--- src/rtl/noc_port_merger_pkg.sv ---
// Shared definitions for the NoC port merger: default flit width, FSM encoding
// and the packed FIFO entry width ({header, tail, flit}).
package noc_port_merger_pkg;

  localparam int NOC_DATA_WIDTH = 8;

  typedef enum logic {
    IDLE = 1'b0,
    LOCK = 1'b1
  } state_t;

  function automatic int entry_width(input int data_w);
    return data_w + 2;
  endfunction

endpackage

--- src/rtl/noc_merger_fifo.sv ---
// Per-port synchronous FIFO; the head entry is visible combinationally, and a
// write only appears at the head after the clock edge that stores it.
module noc_merger_fifo #(
  parameter int WIDTH = 10,
  parameter int DEPTH = 4,
  localparam int AW = $clog2(DEPTH),
  localparam int CW = AW + 1
) (
  input  logic             clk,
  input  logic             rst_n,
  input  logic             push,
  input  logic             pop,
  input  logic [WIDTH-1:0] wdata,
  output logic [WIDTH-1:0] head,
  output logic [CW-1:0]    count,
  output logic             full,
  output logic             empty
);

  logic [WIDTH-1:0] mem [DEPTH];
  logic [AW-1:0]    wr_ptr;
  logic [AW-1:0]    rd_ptr;
  logic             wr_en;
  logic             rd_en;

  assign full  = (count == CW'(DEPTH));
  assign empty = (count == '0);
  assign wr_en = push && !full;
  assign rd_en = pop && !empty;
  assign head  = mem[rd_ptr];

  always_ff @(posedge clk) begin
    if (wr_en) begin
      mem[wr_ptr] <= wdata;
    end
  end

  always_ff @(posedge clk or negedge rst_n) begin
    if (!rst_n) begin
      wr_ptr <= '0;
      rd_ptr <= '0;
      count  <= '0;
    end else begin
      if (wr_en) begin
        wr_ptr <= wr_ptr + 1'b1;
      end
      if (rd_en) begin
        rd_ptr <= rd_ptr + 1'b1;
      end
      count <= count + CW'(wr_en) - CW'(rd_en);
    end
  end

endmodule

--- src/rtl/noc_port_merger.sv ---
// Merges N_PORTS buffered flit streams onto one link with packet-atomic
// round-robin arbitration. Optional protocol checking: NOC_MERGER_PROTO_CHECK_EN.
module noc_port_merger
  import noc_port_merger_pkg::*;
#(
  parameter int N_PORTS   = 4,
  parameter int DATA_W    = NOC_DATA_WIDTH,
  parameter int DEPTH     = 4,
  parameter int VC_THRESH = 2,
  localparam int SRC_W = $clog2(N_PORTS),
  localparam int EW    = DATA_W + 2,
  localparam int CW    = $clog2(DEPTH) + 1
) (
  input  logic                      noc_clk,
  input  logic                      rst_n,
  input  logic [N_PORTS-1:0]        in_valid,
  output logic [N_PORTS-1:0]        in_ready,
  input  logic [N_PORTS*DATA_W-1:0] in_flit,
  output logic [N_PORTS-1:0]        in_vcready,
  input  logic [N_PORTS-1:0]        in_is_header,
  input  logic [N_PORTS-1:0]        in_is_tail,
  output logic                      out_valid,
  input  logic                      out_ready,
  output logic [DATA_W-1:0]         out_flit,
  output logic                      out_is_header,
  output logic                      out_is_tail,
  output logic [SRC_W-1:0]          out_src,
  output logic [N_PORTS-1:0]        proto_err
);

  logic [N_PORTS-1:0] push;
  logic [N_PORTS-1:0] pop;
  logic [N_PORTS-1:0] full;
  logic [N_PORTS-1:0] empty;
  logic [N_PORTS-1:0] eligible;
  logic [N_PORTS-1:0] head_tail;
  logic [EW-1:0]      head [N_PORTS];
  logic [CW-1:0]      count [N_PORTS];
  logic [CW-1:0]      count_next [N_PORTS];
  logic [N_PORTS-1:0] vcready_p1;

  state_t           state;
  state_t           state_next;
  logic [SRC_W-1:0] grant;
  logic [SRC_W-1:0] grant_next;
  logic [SRC_W-1:0] rr_ptr;
  logic [SRC_W-1:0] rr_next;
  logic [SRC_W-1:0] sel;
  logic             found;
  logic             lock_valid;
  int               idx;

  for (genvar p = 0; p < N_PORTS; p++) begin : g_port
    noc_merger_fifo #(
      .WIDTH (EW),
      .DEPTH (DEPTH)
    ) u_fifo (
      .clk   (noc_clk),
      .rst_n (rst_n),
      .push  (push[p]),
      .pop   (pop[p]),
      .wdata ({in_is_header[p], in_is_tail[p], in_flit[p*DATA_W +: DATA_W]}),
      .head  (head[p]),
      .count (count[p]),
      .full  (full[p]),
      .empty (empty[p])
    );
    assign push[p]      = in_valid[p] && !full[p];
    assign head_tail[p] = head[p][EW-2];
  end

  assign in_ready = ~full;

  always_comb begin
    for (int p = 0; p < N_PORTS; p++) begin
      count_next[p] = count[p] + CW'(push[p]) - CW'(pop[p]);
    end
  end

  // vcready_p1: credit view registered from the next-state occupancy
  always_ff @(posedge noc_clk or negedge rst_n) begin
    if (!rst_n) begin
      vcready_p1 <= '1;
    end else begin
      for (int p = 0; p < N_PORTS; p++) begin
        vcready_p1[p] <= (CW'(DEPTH) - count_next[p]) >= CW'(VC_THRESH);
      end
    end
  end

  assign in_vcready = vcready_p1;

`ifdef NOC_MERGER_PROTO_CHECK_EN
  logic [N_PORTS-1:0] discard;
  logic [N_PORTS-1:0] hdr_err;
  logic [N_PORTS-1:0] pkt_open;
  logic [N_PORTS-1:0] err_flags;

  always_comb begin
    eligible = '0;
    discard  = '0;
    hdr_err  = '0;
    for (int p = 0; p < N_PORTS; p++) begin
      eligible[p] = !empty[p] && head[p][EW-1];
      discard[p]  = (state == IDLE) && !empty[p] && !head[p][EW-1];
    end
    // A header arriving on the locked port while its packet is still open
    if (state == LOCK && push[grant] && in_is_header[grant] && pkt_open[grant]) begin
      hdr_err[grant] = 1'b1;
    end
  end

  always_ff @(posedge noc_clk or negedge rst_n) begin
    if (!rst_n) begin
      pkt_open  <= '0;
      err_flags <= '0;
    end else begin
      for (int p = 0; p < N_PORTS; p++) begin
        if (push[p]) begin
          if (in_is_tail[p]) begin
            pkt_open[p] <= 1'b0;
          end else if (in_is_header[p]) begin
            pkt_open[p] <= 1'b1;
          end
        end
      end
      err_flags <= err_flags | discard | hdr_err;
    end
  end

  assign proto_err = err_flags;
`else
  assign eligible  = ~empty;
  assign proto_err = '0;
`endif

  always_ff @(posedge noc_clk or negedge rst_n) begin
    if (!rst_n) begin
      state  <= IDLE;
      grant  <= '0;
      rr_ptr <= '0;
    end else begin
      state  <= state_next;
      grant  <= grant_next;
      rr_ptr <= rr_next;
    end
  end

  always_comb begin
    state_next = state;
    grant_next = grant;
    rr_next    = rr_ptr;
    pop        = '0;
    lock_valid = 1'b0;
    found      = 1'b0;
    idx        = 0;
    sel        = '0;
    case (state)
      IDLE: begin
        for (int i = 0; i < N_PORTS; i++) begin
          idx = int'(rr_ptr) + i;
          if (idx >= N_PORTS) begin
            idx = idx - N_PORTS;
          end
          sel = SRC_W'(idx);
          if (!found && eligible[sel]) begin
            found      = 1'b1;
            grant_next = sel;
            state_next = LOCK;
          end
        end
      end
      LOCK: begin
        lock_valid = !empty[grant];
        if (lock_valid && out_ready) begin
          pop[grant] = 1'b1;
          if (head_tail[grant]) begin
            state_next = IDLE;
            rr_next    = (grant == SRC_W'(N_PORTS - 1)) ? '0 : grant + 1'b1;
          end
        end
      end
      default: state_next = IDLE;
    endcase
`ifdef NOC_MERGER_PROTO_CHECK_EN
    pop = pop | discard;
`endif
  end

  assign out_valid = lock_valid;
  assign out_src   = grant;
  assign {out_is_header, out_is_tail, out_flit} = (state == LOCK) ? head[grant] : '0;

endmodule

--- config.mk ---
export PLATFORM = sky130hd
export DESIGN_NAME = noc_port_merger
export DESIGN_NICKNAME = d
export VERILOG_FILES = /design/src/rtl/noc_port_merger_pkg.sv /design/src/rtl/noc_merger_fifo.sv /design/src/rtl/noc_port_merger.sv
export SDC_FILE = /design/constraint.sdc
export NUM_CORES = 1
export LEC_CHECK = 0
export CORE_MARGIN = 8
export CORE_UTILIZATION = 52
export DETAILED_ROUTE_END_ITERATION = 8
export GPL_TIMING_DRIVEN = 0
export PLACE_DENSITY = 0.76
export SETUP_SLACK_MARGIN = 0.5
export SLEW_MARGIN = 20
export SYNTH_ARGS = -nofsm -noshare
export SYNTH_HDL_FRONTEND = slang
export SYNTH_SLANG_ARGS = --single-unit
--- constraint.sdc ---
create_clock -name noc_clk -period 2.6 [get_ports noc_clk]
set_input_delay 0.78 -clock noc_clk [delete_from_list [all_inputs] [get_ports noc_clk]]
set_output_delay 0.78 -clock noc_clk [all_outputs]
set_load 0.02 [all_outputs]
==> flow_summary.toml, run 1 <==
[grt]
grt_overflow = 0
grt_use_total = 0.186
grt_pass1_vias = 5092
grt_max_degree = 31
antenna_found_initial = 0
grt_pass1_wl_um = 28100

[routing]
dr.first_iter.drc_count = 390
drt_wl_total_um = 19500
avgViaCountPerCell = 5.67
firstDrtPassIters = 7
drc = 0
vias = 4755
detail-route-antenna-nets = 0
wl_per_cell_um = 23.3

[clock_network]
cts_tree = "done"
clkTransAtPathRegs_ns = 0.07
htreeDepth = 4
clock_path_buffers = 2
cts_buffers = 17
root_buffer = "clkbuf_16"
clock_latency_ns = 0.43
hold_buffers = 0
clkSinkCount = 197

[power]
p_leak_nw = 4.10
powerDensity_nw_per_um2 = 1300
ir_drop_mv = 0.891

[finish]
final_common_cell = "edfxtp_1"
fin_area_um2 = 11100
drive_gt1_frac = 0.420
n_fill_cell = 938
layout_common_cells = "160 x edfxtp_1, 48 x mux4_2, 45 x buf_4, 45 x clkdlybuf4s50_1, 28 x buf_6"
post-route-util = 0.695
final_nets = 696
diodes = 0
areaGrowthSynthToFinish_pct = 30.2

[placed_design]
gp_congestion = 0.882
place_ws_ns = -0.617
port_buffers = 67
post-dp-hpwl_um = 11900
dpl_cell_area_um2 = 9560

[worst_hold_path]
hold_path.class = "in2async"

[critical_path]
crit_type = "reg2out"
crit_start = "g_port[1].u_fifo.rd_ptr[0]$_DFFE_PN0P_"
worstPathCellList = "buf_12 > mux4_2 > mux4_2 > and2_4 > buf_6"
cp_slowest_stage_delay_ns = 0.53
rrSetupSlack_ns = -0.35
reg2reg_to = "g_port[1].u_fifo.count[2]$_DFF_PN0_"
start_kind = "flip-flop"
worst-path-max-fanout = 7
end_kind = "output pin"
cp.required_ns = 1.82
timing.rr.start = "out_src[1]$_DFFE_PN0P_"
critical_path.slowest_cell = "mux4_2"
crit_arrival_ns = 2.33
worstRegToRegCells = 14
cp-endpoint = "out_flit[5]"
crit_top_cell = "mux4_2"

[sta]
maxSlewViolCount = 0
tightest_slew_ns = 0.673
fin_crit_sh = 1.20
skew_ns = 0.00763
max-slew-margin-rel = 0.551
hold_viol = 0
setup_ws_ns = -0.510
hold_ws_ns = 0.201
setup_viol = 19
rsz0062_at_grt = "yes"
min_period_ns = 3.11
max_freq_mhz = 322

[floorplanning]
pin_count = 72
core_area_um2 = 15900
fp.dieW_um = 144
die_h_um = 144
initial_core_util = 0.534
fp-row-count = 46
die_area_um2 = 20700

[synthesis]
syn_area_per_cell_um2 = 18.2
async_flop_share = 0.188
synth-edff-count = 160
synth_seq_cells = 197
syn_area_um2 = 8510
synthSimpleGateAreaFrac = 0.0492
synth-adder-area-share = 0.0623
seq_area_frac_synth = 0.674
synth_compound_area_frac = 0.0229
synth-xor-area-share = 0.0247
synth.distinct_cells = 44
yosys_warnings = 0
synth_mux_area_frac = 0.137
synth_ff_type = "edfxtp_1"
synth_top_family_by_area = "multiplexers"
syn_inst = 467

[status]
violations = "setup timing"
status = "finished, violations left"

[job]
maxCapViolations = 0
-- per-layer routing --
| layer | wire length, um | up-vias | track usage |
|---|---|---|---|
| met4 | 658 | 0 | 0.0791 |
| met5 | 0 | - | 0 |
| met2 | 10500 | 192 | 0.320 |
| li1 | - | 2085 | - |
| met3 | 1120 | 53 | 0.0401 |
| met1 | 7290 | 2425 | 0.221 |
-- metrics by stage --
step / setup TNS [ns] / instances / power [mW]
floorplan: -0.455 / 470 / 8.20
global placement: -12.82 / 753 / 9.60
detailed placement: -7.89 / 754 / 9.84
CTS: -5.97 / 819 / 13.4
global route: -7.61 / 838 / 15.1
finish: -6.41 / 838 / 14.4
-- logic make-up after synthesis --
family	count (synthesis)
AO/OA/AOI/OAI	27
adder cells (fa/ha/maj)	40
buffers and inverters	53
multiplexers	54
XOR/XNOR	24
other	1
AND/OR/NAND/NOR	71
flip-flops	197
-- worst min path at each step --
stage                                                   endpoint  slack, ns
after floorplan              g_port[0].u_fifo.count[0]$_DFF_PN0_       0.48
after global placement       g_port[1].u_fifo.count[2]$_DFF_PN0_       0.56
after detailed placement     g_port[3].u_fifo.count[2]$_DFF_PN0_       0.59
after CTS                 g_port[2].u_fifo.wr_ptr[0]$_DFFE_PN0P_       0.19
after global routing      g_port[3].u_fifo.rd_ptr[1]$_DFFE_PN0P_       0.20
final                     g_port[2].u_fifo.rd_ptr[1]$_DFFE_PN0P_       0.20
-- registers in the layout, indices dropped and copies added (netlist names) --
name / count
out_src: 2
g_port.u_fifo.count: 12
state: 1
in_vcready: 4
g_port.u_fifo.mem: 160
g_port.u_fifo.rd_ptr: 8
g_port.u_fifo.wr_ptr: 8
rr_ptr: 2
-- repair_timing --
action                     in CTS  in global routing
gates resized for setup       168                 58
gates cloned                    0                  1
setup endpoints to repair      37                 41
pin swaps                      12                 30
buffers inserted               33                 18
-- cell usage after synthesis, types with 5 or more instances --
| library cell | instances | area [um2] |
|---|---|---|
| nand4_1 | 5 | 31.3 |
| edfxtp_1 | 160 | 4800 |
| nand2_1 | 8 | 30.0 |
| o21ai_0 | 6 | 30.0 |
| mux4_2 | 42 | 946 |
| and2_1 | 11 | 68.8 |
| ha_1 | 36 | 450 |
| buf_4 | 7 | 52.6 |
| clkbuf_1 | 5 | 18.8 |
| and3_1 | 21 | 131 |
| mux4_1 | 6 | 158 |
| xor2_1 | 5 | 43.8 |
| xnor2_1 | 19 | 166 |
| dfrtp_1 | 33 | 826 |
| inv_1 | 35 | 131 |
| nand3_1 | 6 | 30.0 |
-- area by class of cell --
class	count	area (um2)	share of cell area
clock buffer	22	454	0.0410
buffer	18	186	0.0168
multi-input combinational	220	3000	0.270
tap	216	270	0.0244
inverter	35	151	0.0137
timing repair buffer	120	1160	0.105
clock inverter	10	109	0.00982
sequential	197	5750	0.519
-- worst max-delay path, delay by kind of cell (launching register included) --
family	cells	cell delay, ns
mux	2	1.02
flops	1	0.43
simple gates	1	0.17
buf+inv	2	0.27
-- power by group --
part | switching (mW) | internal, mW
sequential | 0.484 | 4.32
combinational | 3.34 | 3.73
clock | 1.10 | 1.44
Note: power is estimated with default switching activity, not from simulation.
==> inputs of run 2 (changes only) <==
--- a/config.mk
+++ b/config.mk
@@ -11,7 +11,7 @@
 export GPL_TIMING_DRIVEN = 0
 export PLACE_DENSITY = 0.76
 export SETUP_SLACK_MARGIN = 0.5
-export SLEW_MARGIN = 20
+export SLEW_MARGIN = 25
 export SYNTH_ARGS = -nofsm -noshare
 export SYNTH_HDL_FRONTEND = slang
 export SYNTH_SLANG_ARGS = --single-unit
==> run 2 against run 1 <==
  * The flow still finishes with violations (setup timing)
  * Sequential power barely moved
  * First-iteration DRC count fell by 24%
  * Combinational power barely moved
  * Worst hold slack got worse by 0.0074 ns
  * Wire length fell by 1.9%
  * Clock skew rose by 0.0072 ns
  * Final area rose by 0.93%
  * Global-route usage fell by 0.37 points
  * Power rose by 1.2%
  * Clock power rose by 6%
  * Utilization rose by 0.64 points
==> flow_summary.toml, run 2 (same netlist as run 1, synthesis figures left out) <==
[finish]
post-route-util = 0.702
diodes = 0
layout_top_registers = "g_port.u_fifo.mem: 160 flops, g_port.u_fifo.count: 12 flops"
largest_reg_flops = 160
final_common_cell = "edfxtp_1"
final_nets = 704
top_register = "g_port.u_fifo.mem"
drive_gt1_frac = 0.430
n_fill_cell = 936
areaGrowthSynthToFinish_pct = 31.4
multi_input_area_um2 = 3000
layout_common_cells = "160 x edfxtp_1, 48 x mux4_2, 47 x buf_4, 45 x clkdlybuf4s50_1, 35 x buf_6"
fin_area_um2 = 11200
register_area_um2 = 5750

[critical_path]
cp.required_ns = 1.82
worstRegToRegCells = 15
start_kind = "flip-flop"
end_kind = "output pin"
timing.rr.start = "out_src[1]$_DFFE_PN0P_"
worst-path-max-fanout = 8
crit_arrival_ns = 2.35
reg2reg_to = "g_port[1].u_fifo.count[2]$_DFF_PN0_"
rrSetupSlack_ns = -0.35
crit_type = "reg2out"

[power]
powerDensity_nw_per_um2 = 1300
power_frac_clock = 0.184
p_leak_nw = 4.15
power.share.sequential = 0.329
power.internal_mw = 9.62
ir_drop_mv = 0.944
finalPower_mw = 14.6
switchingPower_mw = 4.96
netSwitchingFraction = 0.340
comb_power_share = 0.487

[worst_hold_path]
hold_path.class = "in2async"

[placed_design]
gp_congestion = 0.882
dpl_cell_area_um2 = 9560
post-dp-hpwl_um = 11900
port_buffers = 67

[grt]
grt_use_total = 0.182
grt_pass1_wl_um = 27600
grt_pass1_vias = 5027
grt_overflow = 0
grt_max_degree = 31
antenna_found_initial = 0

[routing]
detail-route-antenna-nets = 0
wl_per_cell_um = 22.6
drt_wl_total_um = 19100
vias = 4724
firstDrtPassIters = 5
avgViaCountPerCell = 5.58
drc = 0
dr.first_iter.drc_count = 297

[clock_network]
clkTransAtPathRegs_ns = 0.07
htreeDepth = 4
clock_latency_ns = 0.44
clock_path_buffers = 2
cts_tree = "done"
cts_buffers = 17
clkSinkCount = 197
root_buffer = "clkbuf_16"

[job]
maxCapViolations = 0

[sta]
max-slew-margin-rel = 0.583
max_freq_mhz = 320
hold_ws_ns = 0.194
rsz0062_at_grt = "yes"
skew_ns = 0.0148
hold_viol = 0
setup_viol = 19
finalSetupTns_ns = -6.71
tightest_slew_ns = 0.625
fin_crit_sh = 1.20
min_period_ns = 3.13
maxSlewViolCount = 0
setup_ws_ns = -0.530

[floorplanning]
fp.dieW_um = 144
initial_core_util = 0.534
core_area_um2 = 15900
pin_count = 72
die_area_um2 = 20700
die_h_um = 144
fp-row-count = 46

[status]
violations = "setup timing"
status = "finished, violations left"
[run 2: metal layers]
layer  track usage  vias up  share of wire
met5             0        -              0
met4        0.0736        0          0.031
met3        0.0488       41          0.054
met2         0.307      170           0.53
met1         0.217     2409           0.39
li1              -     2104              -
[run 2: how the worst max path moves through the flow]
| stage | startpoint | endpoint | slack (ns) | cells past startpoint |
|---|---|---|---|---|
| final | g_port[2].u_fifo.rd_ptr[0]$_DFFE_PN0P_ | out_flit[2] | -0.53 | 6 |
| after global routing | g_port[2].u_fifo.rd_ptr[0]$_DFFE_PN0P_ | out_flit[2] | -0.60 | 6 |
| after CTS | g_port[1].u_fifo.rd_ptr[0]$_DFFE_PN0P_ | out_flit[6] | -0.56 | 5 |
| after detailed placement | g_port[1].u_fifo.rd_ptr[0]$_DFFE_PN0P_ | out_flit[6] | -0.62 | 5 |
| after global placement | g_port[1].u_fifo.rd_ptr[0]$_DFFE_PN0P_ | out_flit[4] | -0.61 | 5 |
| after floorplan | out_src[1]$_DFFE_PN0P_ | g_port[1].u_fifo.count[2]$_DFF_PN0_ | -0.17 | 13 |
[run 2: power by group through the flow]
stage	combinational (mW)	sequential (mW)	clock (mW)
after floorplan	3.49	4.71	0
after global placement	4.88	4.72	0
after detailed placement	5.06	4.79	0
after CTS	6.21	4.77	2.72
after global routing	7.58	4.86	2.83
final	7.10	4.79	2.69
[run 2: through the flow]
step / worst slack, ns / std cells
3_5_place_dp: -0.618 / 754
5_1_grt: -0.602 / 846
4_1_cts: -0.564 / 822
3_3_place_gp: -0.612 / 753
6_report: -0.530 / 846
2_1_floorplan: -0.172 / 470
[run 2: timing repair]
item                       in CTS  in global routing
setup endpoints to repair      37                 43
hold buffers                    0                  0
buffers inserted               36                 24
pin swaps                      19                 21
resized for setup             180                 51
hold endpoints to repair        0                  0
cloned                          0                  0
[run 2: critical path, cell delays in order, from the launching register on]
cell and delay (ns):
dfrtp_2 0.39, buf_12 0.14, buf_12 0.10, mux4_2 0.51, mux4_2 0.47, and2_4 0.17
buf_6 0.12
[run 2: cell type report]
class | count | area share
flip-flops and latches | 197 | 0.514
inverters | 35 | 0.0135
multi-input cells | 220 | 0.268
well taps | 216 | 0.0242
repair buffers | 128 | 0.110
clock buffers | 17 | 0.0380
plain buffers | 18 | 0.0164
clock inverters | 15 | 0.0157
